## src/rtl/tokenflow_pkg.sv

```systemverilog
// tokenflow_pkg: shared definitions for the tokenflow sequence generator.
//   - mode encodings (MODE_PRONIC .. MODE_LINEAR)
//   - FSM state encoding (the 4-phase states exist only with TOKENFLOW_FOUR_PHASE_EN)
//   - per-mode difference-engine init table (d0, dd0); v always starts at 0
package tokenflow_pkg;

   localparam logic [1:0] MODE_PRONIC     = 2'd0;
   localparam logic [1:0] MODE_SQUARE     = 2'd1;
   localparam logic [1:0] MODE_TRIANGULAR = 2'd2;
   localparam logic [1:0] MODE_LINEAR     = 2'd3;

`ifdef TOKENFLOW_FOUR_PHASE_EN
   typedef enum logic [2:0] {
      StIdle    = 3'd0,
      StPresent = 3'd1,
      StWaitHi  = 3'd2,
      StWaitLo  = 3'd3,
      StDone    = 3'd4
   } state_e;
`else
   typedef enum logic [2:0] {
      StIdle    = 3'd0,
      StPresent = 3'd1,
      StWait    = 3'd2,
      StDone    = 3'd3
   } state_e;
`endif

   typedef struct packed {
      logic [1:0] d0;   // first difference
      logic [1:0] dd0;  // constant second difference
   } init_t;

   function automatic init_t mode_init(input logic [1:0] mode);
      init_t r;
      case (mode)
         MODE_PRONIC:     r = '{d0: 2'd2, dd0: 2'd2};
         MODE_SQUARE:     r = '{d0: 2'd1, dd0: 2'd2};
         MODE_TRIANGULAR: r = '{d0: 2'd1, dd0: 2'd1};
         default:         r = '{d0: 2'd1, dd0: 2'd0};
      endcase
      return r;
   endfunction

endpackage

```

## src/rtl/tokenflow_seqgen_if.sv

```systemverilog
// tokenflow_seqgen_if: bundled-data token channel.
//   req  : request (2-phase transition or 4-phase level, producer driven)
//   data : token payload, stable before req moves
//   ack  : acknowledge from the consumer, not synchronous to the producer clock
interface tokenflow_seqgen_if #(
   parameter int unsigned W = 16
) ();
   logic         req;
   logic [W-1:0] data;
   logic         ack;

   modport master (output req, output data, input ack);
   modport slave  (input req, input data, output ack);
endinterface

```

## src/rtl/tokenflow_sync.sv

```systemverilog
// tokenflow_sync: Stages-deep flop chain bringing an asynchronous level into clk.
//   clk     : clock
//   reset   : synchronous, active-high; clears the chain to 0
//   async_i : asynchronous input
//   sync_o  : synchronised output (Stages cycles of latency); Stages must be >= 2
module tokenflow_sync #(
   parameter int unsigned Stages = 2
) (
   input  logic clk,
   input  logic reset,
   input  logic async_i,
   output logic sync_o
);

   logic [Stages-1:0] sync_q;

   always_ff @(posedge clk) begin
      if (reset) begin
         sync_q <= '0;
      end else begin
         sync_q <= {sync_q[Stages-2:0], async_i};
      end
   end

   assign sync_o = sync_q[Stages-1];

endmodule

```

## src/rtl/tokenflow_seqgen.sv

```systemverilog
// tokenflow_seqgen: emits a polynomial sequence (pronic, square, triangular, linear) as
// bundled-data tokens. Values come from a second-order difference engine (adders only).
//   clk    : clock
//   reset  : synchronous, active-high
//   enable : high starts/continues a run; low stops at the next token boundary
//   mode   : sequence select, sampled only when a run starts
//   ch     : token channel (master side): req/data out, ack in (asynchronous)
//   busy   : high while a token is being presented/acknowledged
//   done   : high once LIMIT tokens were sent, until enable drops
// Parameters: W data width (mod 2^W arithmetic), LIMIT tokens per run (0 = unbounded),
// SYNC_STAGES ack synchroniser depth.
// Build option: TOKENFLOW_FOUR_PHASE_EN selects 4-phase return-to-zero signalling;
// the default is 2-phase transition signalling.
module tokenflow_seqgen
   import tokenflow_pkg::*;
#(
   parameter int unsigned W           = 16,
   parameter int unsigned LIMIT       = 0,
   parameter int unsigned SYNC_STAGES = 2
) (
   input  logic               clk,
   input  logic               reset,
   input  logic               enable,
   input  logic [1:0]         mode,
   tokenflow_seqgen_if.master ch,
   output logic               busy,
   output logic               done
);

   localparam int unsigned CntW = (LIMIT == 0) ? 1 : $clog2(LIMIT + 1);

   state_e       state_q, state_d, exit_st;
   logic         req_q, req_d;
   logic [W-1:0] v_q, v_d, d_q, d_d;
   logic [1:0]   dd_q, dd_d;
   logic         ack_s, load, step, last;
   init_t        init;

   tokenflow_sync #(
      .Stages (SYNC_STAGES)
   ) u_ack_sync (
      .clk     (clk),
      .reset   (reset),
      .async_i (ch.ack),
      .sync_o  (ack_s)
   );

   // Token counter only exists for bounded runs.
   if (LIMIT != 0) begin : g_cnt
      logic [CntW-1:0] cnt_q, cnt_d;

      always_comb begin
         cnt_d = cnt_q;
         if (load) begin
            cnt_d = '0;
         end else if (step) begin
            cnt_d = cnt_q + CntW'(1);
         end
      end

      always_ff @(posedge clk) begin
         if (reset) begin
            cnt_q <= '0;
         end else begin
            cnt_q <= cnt_d;
         end
      end

`ifdef TOKENFLOW_FOUR_PHASE_EN
      // Exit decision happens in WAIT_LO, after the count already advanced.
      assign last = (cnt_q == CntW'(LIMIT));
`else
      // Exit decision coincides with the step, so look one token ahead.
      assign last = ((cnt_q + CntW'(1)) == CntW'(LIMIT));
`endif
   end else begin : g_no_cnt
      assign last = 1'b0;
   end

   // Where to go once a token has been fully acknowledged.
   assign exit_st = last ? StDone : (enable ? StPresent : StIdle);

   // State and registered outputs.
   always_ff @(posedge clk) begin
      if (reset) begin
         state_q <= StIdle;
         req_q   <= 1'b0;
         v_q     <= '0;
         d_q     <= '0;
         dd_q    <= '0;
      end else begin
         state_q <= state_d;
         req_q   <= req_d;
         v_q     <= v_d;
         d_q     <= d_d;
         dd_q    <= dd_d;
      end
   end

   // Next state, req and engine strobes.
   always_comb begin
      state_d = state_q;
      req_d   = req_q;
      load    = 1'b0;
      step    = 1'b0;
      unique case (state_q)
         StIdle: begin
            if (enable) begin
               load    = 1'b1;
               state_d = StPresent;
            end
         end
`ifdef TOKENFLOW_FOUR_PHASE_EN
         StPresent: begin
            req_d   = 1'b1;
            state_d = StWaitHi;
         end
         StWaitHi: begin
            if (ack_s) begin
               req_d   = 1'b0;
               step    = 1'b1;
               state_d = StWaitLo;
            end
         end
         StWaitLo: begin
            if (!ack_s) begin
               state_d = exit_st;
            end
         end
`else
         StPresent: begin
            // data was loaded/stepped at least one cycle earlier
            req_d   = ~req_q;
            state_d = StWait;
         end
         StWait: begin
            if (ack_s == req_q) begin
               step    = 1'b1;
               state_d = exit_st;
            end
         end
`endif
         StDone: begin
            if (!enable) begin
               state_d = StIdle;
            end
         end
         default: state_d = StIdle;
      endcase
   end

   // Difference engine: v += d, d += dd, all modulo 2^W.
   always_comb begin
      init = mode_init(mode);
      v_d  = v_q;
      d_d  = d_q;
      dd_d = dd_q;
      if (load) begin
         v_d  = '0;
         d_d  = W'(init.d0);
         dd_d = init.dd0;
      end else if (step) begin
         v_d = v_q + d_q;
         d_d = d_q + W'(dd_q);
      end
   end

   // Status outputs.
   always_comb begin
`ifdef TOKENFLOW_FOUR_PHASE_EN
      busy = (state_q == StPresent) || (state_q == StWaitHi) || (state_q == StWaitLo);
`else
      busy = (state_q == StPresent) || (state_q == StWait);
`endif
      done = (state_q == StDone);
   end

   assign ch.req  = req_q;
   assign ch.data = v_q;

endmodule

```

## src/flat_wrapper.sv

```systemverilog
// flat-port wrapper written by rule: the top's interface ports become plain ports
module tokenflow_seqgen_flat import tokenflow_pkg::*;
#(
   parameter int unsigned W           = 16,
   parameter int unsigned LIMIT       = 0,
   parameter int unsigned SYNC_STAGES = 2
)
  (clk, reset, enable, mode, busy, done, ch_req, ch_data, ch_ack);
  tokenflow_seqgen_if #(.W(W)) ch_i ();
  input  logic clk;
  input  logic reset;
  input  logic enable;
  input  logic [1:0] mode;
  output logic busy;
  output logic done;
  output wire logic [$bits(ch_i.req)-1:0] ch_req;
  output wire logic [$bits(ch_i.data)-1:0] ch_data;
  input wire logic [$bits(ch_i.ack)-1:0] ch_ack;
  assign ch_req = ch_i.req;
  assign ch_data = ch_i.data;
  assign ch_i.ack = ch_ack;
  tokenflow_seqgen #(.W(W), .LIMIT(LIMIT), .SYNC_STAGES(SYNC_STAGES)) u_core (.clk(clk), .reset(reset), .enable(enable), .mode(mode), .ch(ch_i), .busy(busy), .done(done));
endmodule
```

## config.mk

```make
export PLATFORM = sky130hd
export DESIGN_NAME = tokenflow_seqgen_flat
export DESIGN_NICKNAME = d
export VERILOG_FILES = /design/src/rtl/tokenflow_pkg.sv /design/src/rtl/tokenflow_seqgen_if.sv /design/src/rtl/tokenflow_sync.sv /design/src/rtl/tokenflow_seqgen.sv /design/src/flat_wrapper.sv
export SDC_FILE = /design/constraint.sdc
export NUM_CORES = 1
export LEC_CHECK = 0
export ABC_AREA = 1
export BUFFER_PORTS_ARGS = -buffer_cell sky130_fd_sc_hd__buf_2
export CORE_UTILIZATION = 50
export CTS_BUF_LIST = sky130_fd_sc_hd__clkbuf_2
export DETAILED_ROUTE_END_ITERATION = 10
export PLACE_DENSITY = 0.74
export SLEW_MARGIN = 20
export SYNTH_ARGS = -nofsm -noshare
export SYNTH_HDL_FRONTEND = slang
export SYNTH_HIERARCHICAL = 1
export SYNTH_SLANG_ARGS = --single-unit
```

## constraint.sdc

```tcl
create_clock -name clk -period 3.6 [get_ports clk]
set_input_delay 0 -clock clk [delete_from_list [all_inputs] [get_ports clk]]
set_output_delay 0 -clock clk [all_outputs]
set_load 0.005 [all_outputs]
```

# Word-level counts from Yosys, hierarchy flattened
# Cells that the tools add are included.
dict set report totals {
  reg_bits 40
  inputBits 6
  output_inout_bits 19
  word_cells 37
}
dict set report classes {
  addsub 2
  n_eq_ne 9
  mux 12
  bitwise 1
  reduce_logical 6
}
# op count
set ops {}
lappend ops {{$add 16x16->16} 1}
lappend ops {{$add 16x2->16} 1}
lappend ops {{$pmux 3 s4} 1}
lappend ops {{$pmux 4 s3} 1}
lappend ops {{$mux 3} 3}
lappend ops {{$eq 3x2->1 const B} 2}
lappend ops {{$mux 1} 5}
lappend ops {{$mux 2} 2}
lappend ops {{$ne 2x2->1 const B} 2}
lappend ops {{$eq 3x1->1 const B} 1}
lappend ops {{$logic_not 3->1} 1}
lappend ops {{$reduce_and 3->1} 1}
lappend ops {{$eq 2x1->1 const B} 1}
lappend ops {{$eq 2x2->1 const B} 1}
lappend ops {{$logic_not 2->1} 1}
lappend ops {{$ne 2x1->1 const B} 1}
lappend ops {{$reduce_bool 2->1} 1}
lappend ops {{$reduce_or 2->1} 1}
lappend ops {{$eq 1x1->1} 1}
lappend ops {{$logic_or 1x1->1} 1}
lappend ops {{$not 1->1} 1}

# Logic depth before layout (Yosys ltp)
# Gate-level depths: netlist of run 1.
dict set report logic_depth {
  ltp_word 5
  mapped_depth 12
}

# By module
# The synthesis of run 1 kept the hierarchy.
# module n_inst cells_each area_per_inst_um2 seq_area_each_um2
set by_module_without_submodules {}
lappend by_module_without_submodules {tokenflow_seqgen 1 439 2753.9 740.7}
lappend by_module_without_submodules {tokenflow_sync 1 6 55.1 40.0}

# Least setup slack after synthesis of run 1
# No wires, ideal clock.
dict set report synth_path {
  path_type {reg-to-reg}
  from {reg u_core.d_q[0]}
  to {reg u_core.d_q[10]}
  arrival_ns 1.700
  t_required_ns 3.484
  path_slack_ns 1.784
  path_stages_with_launch 12
  path_buffers 0
  period_less_slack_ns 1.816
  cell_sequence {dfxtp_1 ha_1 inv_1 fa_1 inv_1 nand3_1 nor2_1 inv_1 nor2_1 nand4_1 o21ai_0 nor2_1}
}
dict set report synth_between {
  elab_chain_len 1
}
# element line_no
set synth_lines {}
lappend synth_lines {{start: declaration} tokenflow_seqgen.sv:34} ;# logic [W-1:0] v_q, v_d, d_q, d_d;
lappend synth_lines {{start signal: assignment} tokenflow_seqgen.sv:89} ;# d_q <= '0;
lappend synth_lines {{start signal: assignment} tokenflow_seqgen.sv:95} ;# d_q <= d_d;
lappend synth_lines {{$add 16x2->16} tokenflow_seqgen.sv:164} ;# d_d = d_q + W'(dd_q);
# Every way passes these cells.
# A chain may end at the register's enable or synchronous reset.

# Final worst setup path of run 1
# Same ends and word-level chain as after synthesis.

==> impl_metrics.toml, run 1 <==
[sta]
finClkSkew_ns = 0.0185
max_freq_mhz = 472
worstMarginPinSlew_ns = 0.441
slew_violations = 0
maxSlewHeadroom = 0.706
fin_crit_ns = 2.12
setup_viol_count_final = 0
rsz0062_at_grt = "false"
fin_setup_tns_ns = 0
finalHoldViolCount = 0
period_share = 0.588

[floorplanning]
ios = 25
die_area_mm2 = 0.00592
die_w_um = 77.0
start_util = 0.533
die_y_um = 77.0
core_area_mm2 = 0.00527
core.rowCount = 26

[synthesis]
synth_cell_types = 29
async_flop_share = 0
synth_edf_count = 0
yosysWarningCount = 6
synth.avg_cell_area_um2 = 6.31
synthCells = 445
syn_nets = 476
syn_area_mm2 = 0.00281
ys.flop_type = "dfxtp_1"
ys_seq_elements = 39
seq_area_frac_synth = 0.278

[pwr]
pwr-share-seq = 0.442
peakVddDrop_uv = 427
p_leak_uw = 0.00164
power_frac_comb = 0.396
total_power_uw = 1260
p_sw_uw = 517
powerDensity_mw_per_mm2 = 408
clkPwrFrac = 0.163
p_int_uw = 742
switching_share = 0.410

[critical_path]
critPathArrivalTime_ns = 2.43
worst_setup_path_start_kind = "flop"
cp_cell_sequence = "ha_1 > inv_1 > fa_1 > inv_1 > nand3_1 > nor2_1 > inv_1 > nor2_1 > nand4_1 > o21ai_0 > nor2_1"
end_kind = "flop"
cp_slowest_stage_delay_ns = 0.41
worstSetupPathType = "flop to flop"
crit_fanout = 4
cp.required_ns = 3.91
cp_slowest_cell = "dfxtp_1"
critPathTopFamily = "simple AND/OR/NAND/NOR gates"
crit_buf_inv = 3

[routing]
routed_wl_mm = 5.98
routedWlPerCell_um = 10.9
via_per_inst = 4.89
drc_errors = 0
routed-via-count = 2674
ant_nets = 0
dr.pass1.iters = 4
drt_iter0_markers = 159

[layout]
antennaDiodeCount = 0
nets = 507
utilization = 0.586
drive_gt1_frac = 0.0839
area_delta_synth_final_pct = 9.89

[global_route]
use_met3 = 0.0405
grt.total_usage = 0.222
grt_pass1_vias = 2522
grt_max_degree = 37
globalRoute.busiestLayer = "met2"
grt_util_met2 = 0.380
antenna_found_initial = 0
grt_remaining_overflow = 0
grt_util_met1 = 0.272
grt_pass1_wl_mm = 10.6

[clocking]
numCtsBuffers = 5
clock_latency_ns = 0.41
clk_pin_slew_ns = 0.22
htree_levels = 2
cts_resized = 0
cts_tree = "yes"
cts_sinks = 39
cts_buffer_depth = 2
cts_root_buf = "clkbuf_2"

[min_path]
hp-class = "flop to flop"

[place]
port_buffers = 24
place_congestion = 0.865
dp_hpwl_mm = 4.64

[run]
drv_cap = 0

[status]
status = "finished clean"
==> power by group through the flow <==
stage,Combinational (µW),Clock [µW],Sequential [µW]
6_report,498,205,556
5_1_grt,565,230,566
4_1_cts,498,212,558
3_5_place_dp,491,0,567
3_3_place_gp,485,0,564
2_1_floorplan,375,0,557
==> tightest hold or removal path, stage by stage (launching register included) <==
cell	delay (ns)
dfxtp_1	0.35
inv_1	0.04
nor2_1	0.03
==> Yosys cell counts, types with 2 or more instances <==
cell / number / share of area
a211oi_1: 3 / 0.0080
a21oi_1: 25 / 0.045
buf_2: 5 / 0.0089
buf_4: 2 / 0.0053
dfxtp_1: 39 / 0.28
fa_1: 2 / 0.014
ha_1: 23 / 0.10
inv_1: 83 / 0.11
nand2_1: 138 / 0.18
nand3_1: 33 / 0.059
nand3b_1: 2 / 0.0053
nand4_1: 4 / 0.0089
nor2_1: 37 / 0.049
nor3_1: 5 / 0.0089
o211ai_1: 2 / 0.0053
o21a_1: 11 / 0.029
o21ai_0: 10 / 0.018
or2_2: 2 / 0.0045
xnor2_1: 5 / 0.016
xor2_1: 5 / 0.016
==> per-layer routing <==
metal | wire length (µm) | up-vias
met5 | 0 | -
met4 | 151 | 0
met3 | 175 | 14
met2 | 2760 | 42
met1 | 2890 | 1173
li1 | - | 1445
==> cell usage in the layout, fill, tap and decap left out, types with 2 or more instances in the layout <==
master         instances
a211oi_1               3
a21oi_1               25
buf_2                 24
clkbuf_2               6
dfxtp_1               39
dlygate4sd3_1          6
fa_1                   2
ha_1                  23
inv_1                 83
nand2_1              138
nand3_1               33
nand3b_1               2
nand4_1                4
nor2_1                37
nor3_1                 5
o211ai_1               2
o21a_1                11
o21ai_0               10
or2_2                  2
xnor2_1                5
xor2_1                 5
==> cell type report <==
| cell class | instances | area, µm² |
|---|---|---|
| timing repair buffer | 31 | 188 |
| clock inverter | 2 | 12.5 |
| inverter | 85 | 322 |
| tap | 70 | 87.6 |
| multi-input combinational | 314 | 1670 |
| fill | 551 | 2180 |
| sequential | 39 | 781 |
| clock buffer | 6 | 30.0 |
==> stage by stage <==
stage	std cells	hold slack, ns	setup WS (ns)	area, µm²
3_3_place_gp	533	0.208	1.59	2980
3_5_place_dp	533	0.210	1.54	2980
4_1_cts	547	0.384	1.47	3090
5_1_grt	547	0.411	1.31	3090
2_1_floorplan	445	0.0712	1.78	2810
6_report	547	0.419	1.48	3090
==> state kept, by name (all words and copies together), names as in the netlist <==
| signal | flops |
|---|---|
| u_core/ch.data | 16 |
| u_core/d_q | 16 |
| u_core/dd_q | 2 |
| u_core/state_q | 2 |
| u_core/u_ack_sync/sync_q | 2 |
| u_core/ch.req | 1 |
==> cells by family after synthesis <==
kind of cell,Yosys count,share of synthesized area
simple gates,225,0.333
compound gates,54,0.113
xor+xnor,10,0.0312
buf+inv,92,0.129
fa+ha+maj,25,0.117
flops,39,0.278
==> path summary, 6_finish.rpt <==
kind	from	to	slack, ns	depth (start not counted)
min reg2reg	u_core/u_ack_sync/sync_q[0]$_SDFF_PP0_	u_core/u_ack_sync/sync_q[1]$_SDFF_PP0_	0.42	2
max	u_core/d_q[0]$_SDFFE_PP0P_	u_core/d_q[10]$_SDFFE_PP0P_	1.48	11
max reg2reg	u_core/d_q[0]$_SDFFE_PP0P_	u_core/d_q[10]$_SDFFE_PP0P_	1.48	11
min	u_core/u_ack_sync/sync_q[0]$_SDFF_PP0_	u_core/u_ack_sync/sync_q[1]$_SDFF_PP0_	0.42	2
==> repair_timing <==
item,CTS,global route
hold buffers,6,0
hold endpoints to repair,9,0
buffers inserted,0,0
Note: power is estimated with default switching activity, not from simulation.
==> run 2, diff against run 1 <==
--- a/config.mk
+++ b/config.mk
@@ -10,7 +10,7 @@
 export CORE_UTILIZATION = 50
 export CTS_BUF_LIST = sky130_fd_sc_hd__clkbuf_2
 export DETAILED_ROUTE_END_ITERATION = 10
-export PLACE_DENSITY = 0.74
+export PLACE_DENSITY = 0.76
 export SLEW_MARGIN = 20
 export SYNTH_ARGS = -nofsm -noshare
 export SYNTH_HDL_FRONTEND = slang
==> constraint.sdc (replaced) <==
create_clock -name clk -period 1.9 [get_ports clk]
set_input_delay 0 -clock clk [delete_from_list [all_inputs] [get_ports clk]]
set_output_delay 0 -clock clk [all_outputs]
set_load 0.005 [all_outputs]
==> run 2 against run 1 <==
Power increased by 120%. Sequential power is 89% higher. Clock power rose to 3.2 times the previous value. Global-route usage rose by 0.75 points. Routed wire length grew 5.5%. Setup slack lost 1.4 ns. Non-clock buffer count is 14 higher. Critical path depth unchanged.
==> impl_metrics.toml, run 2 (synthesis gave the netlist of run 1 again) <==
[floorplanning]
start_util = 0.533
die_area_mm2 = 0.00592
core.rowCount = 26
ios = 25
die_y_um = 77.0
core_area_mm2 = 0.00527
die_w_um = 77.0

[clocking]
htree_levels = 2
cts_root_buf = "clkbuf_2"
numCtsBuffers = 5
clk_pin_slew_ns = 0.20
cts_sinks = 39
clock_latency_ns = 0.40
cts_buffer_depth = 2
cts_tree = "yes"

[pwr]
pwr-share-seq = 0.381
clkPwrFrac = 0.237
p_int_uw = 1740
peakVddDrop_uv = 602
powerDensity_mw_per_mm2 = 819
power_frac_comb = 0.382
p_sw_uw = 1010
total_power_uw = 2750
switching_share = 0.367
p_leak_uw = 0.00175

[critical_path]
critPathArrivalTime_ns = 2.15
cp_slowest_stage_delay_ns = 0.40
crit_buf_inv = 3
regToRegStartpoint = "u_core/dd_q[0]$_SDFFE_PP0P_"
critPathTopFamily = "adder cells"
cp_slowest_cell = "dfxtp_2"
worstSetupPathType = "flop to flop"
crit_start = "u_core/dd_q[0]$_SDFFE_PP0P_"
worst_setup_path_start_kind = "flop"
end_kind = "flop"
cp_cell_sequence = "ha_4 > inv_2 > fa_2 > inv_2 > nand3_2 > nor2_4 > buf_6 > nand3_2 > xnor2_1 > nand2_1 > a21oi_2"
cp.required_ns = 2.23
crit_fanout = 2

[layout]
final_common_cell = "nand2_1"
final_cell_mix = "nand2_1, inv_1, nor2_1, dfxtp_1, nand3_1"
nets = 522
instances_no_fill = 562
drive_gt1_frac = 0.165
area_delta_synth_final_pct = 19.5
antennaDiodeCount = 0

[global_route]
grt_max_degree = 22
grt.total_usage = 0.230
grt_pass1_wl_mm = 10.9
grt_pass1_vias = 2552
antenna_found_initial = 0
grt_remaining_overflow = 0

[routing]
routed_wl_mm = 6.31
routedWlPerCell_um = 11.2
ant_nets = 0
dr.pass1.iters = 4
via_per_inst = 4.96
drt_iter0_markers = 154
drc_errors = 0
routed-via-count = 2787

[status]
status = "finished clean"

[sta]
period_share = 0.958
rsz0062_at_grt = "true"
finalHoldViolCount = 0
max_freq_mhz = 549
worstMarginPinSlew_ns = 0.424
maxSlewHeadroom = 0.715
fin_setup_tns_ns = 0
setup_viol_count_final = 0
slew_violations = 0
fin_crit_ns = 1.82
finClkSkew_ns = 0.0261

[min_path]
hold_start = "u_core/u_ack_sync/sync_q[0]$_SDFF_PP0_"
hp-class = "flop to flop"

[place]
dp_cells = 546
place_congestion = 0.874
port_buffers = 24
dp_hpwl_mm = 4.75

[run]
drv_cap = 0
## run 2: cell count changes in the layout (fill, tap and decap cells not counted), moves of 3 or more
cell / previous run / this run
nand2_1: 138 / 135
ha_1: 23 / 20
dfxtp_1: 39 / 33
dfxtp_2: 0 / 6
nor2_4: 1 / 4
buf_4: 1 / 13
nand2_2: 1 / 4
nand3_1: 33 / 29
nand3_2: 0 / 4
## run 2: path summary, 6_finish.rpt
| kind | to | slack [ns] | cells past startpoint |
|---|---|---|---|
| worst max-delay path | u_core/d_q[14]$_SDFFE_PP0P_ | 0.08 | 11 |
| worst min-delay path | u_core/u_ack_sync/sync_q[1]$_SDFF_PP0_ | 0.42 | 2 |
| worst max register to register | u_core/d_q[14]$_SDFFE_PP0P_ | 0.08 | 11 |
| worst min register to register | u_core/u_ack_sync/sync_q[1]$_SDFF_PP0_ | 0.42 | 2 |
## run 2: worst min-delay path, delay by kind of cell, from the launching register on
kind / cells / cell delay [ns]
buffers and inverters: 1 / 0.04
DFF: 1 / 0.34
and+or+nand+nor: 1 / 0.03
## run 2: routing by layer
| layer | wire length (µm) | vias up | track usage |
|---|---|---|---|
| met5 | 0 | - | 0 |
| met4 | 63 | 0 | 0.0846 |
| met3 | 277 | 6 | 0.0500 |
| met2 | 3010 | 53 | 0.390 |
| met1 | 2970 | 1258 | 0.282 |
| li1 | - | 1470 | - |
## run 2: timing repair
action,4_1_cts,5_1_grt
hold buffers,6,0
endpoints found under the hold margin,9,0
resized for setup,3,32
gates cloned,0,1
pin swaps,0,10
endpoints found under the setup margin,3,30
setup buffers,0,1
## run 2: metrics by stage
step	instance area [µm²]	setup slack (ns)	hold WS [ns]	util
6_report	3360	0.0793	0.419	0.637
5_1_grt	3360	-0.0514	0.407	0.637
4_1_cts	3240	0.00514	0.391	0.615
3_5_place_dp	3080	-0.0459	0.208	0.585
3_3_place_gp	3080	0.0475	0.203	0.585
2_1_floorplan	2810	0.0844	0.0712	-
## run 2: power by group through the flow
stage                     clock [µW]  combinational (µW)  sequential, µW
after floorplan                    0                 710            1050
after detailed placement           0                 998            1060
final                            651                1050            1050
after CTS                        668                1010            1040
after global placement             0                 980            1060
after global routing             706                1200            1070
## run 2: layout make-up
class	count	area, µm²
Fill cell	481	1910
Multi-Input combinational cell	314	1760
Sequential cell	39	788
Inverter	85	325
Timing Repair Buffer	45	300
Tap cell	70	87.6
Clock inverter	2	60.1
Clock buffer	6	30.0
Timing Repair inverter	1	5.00
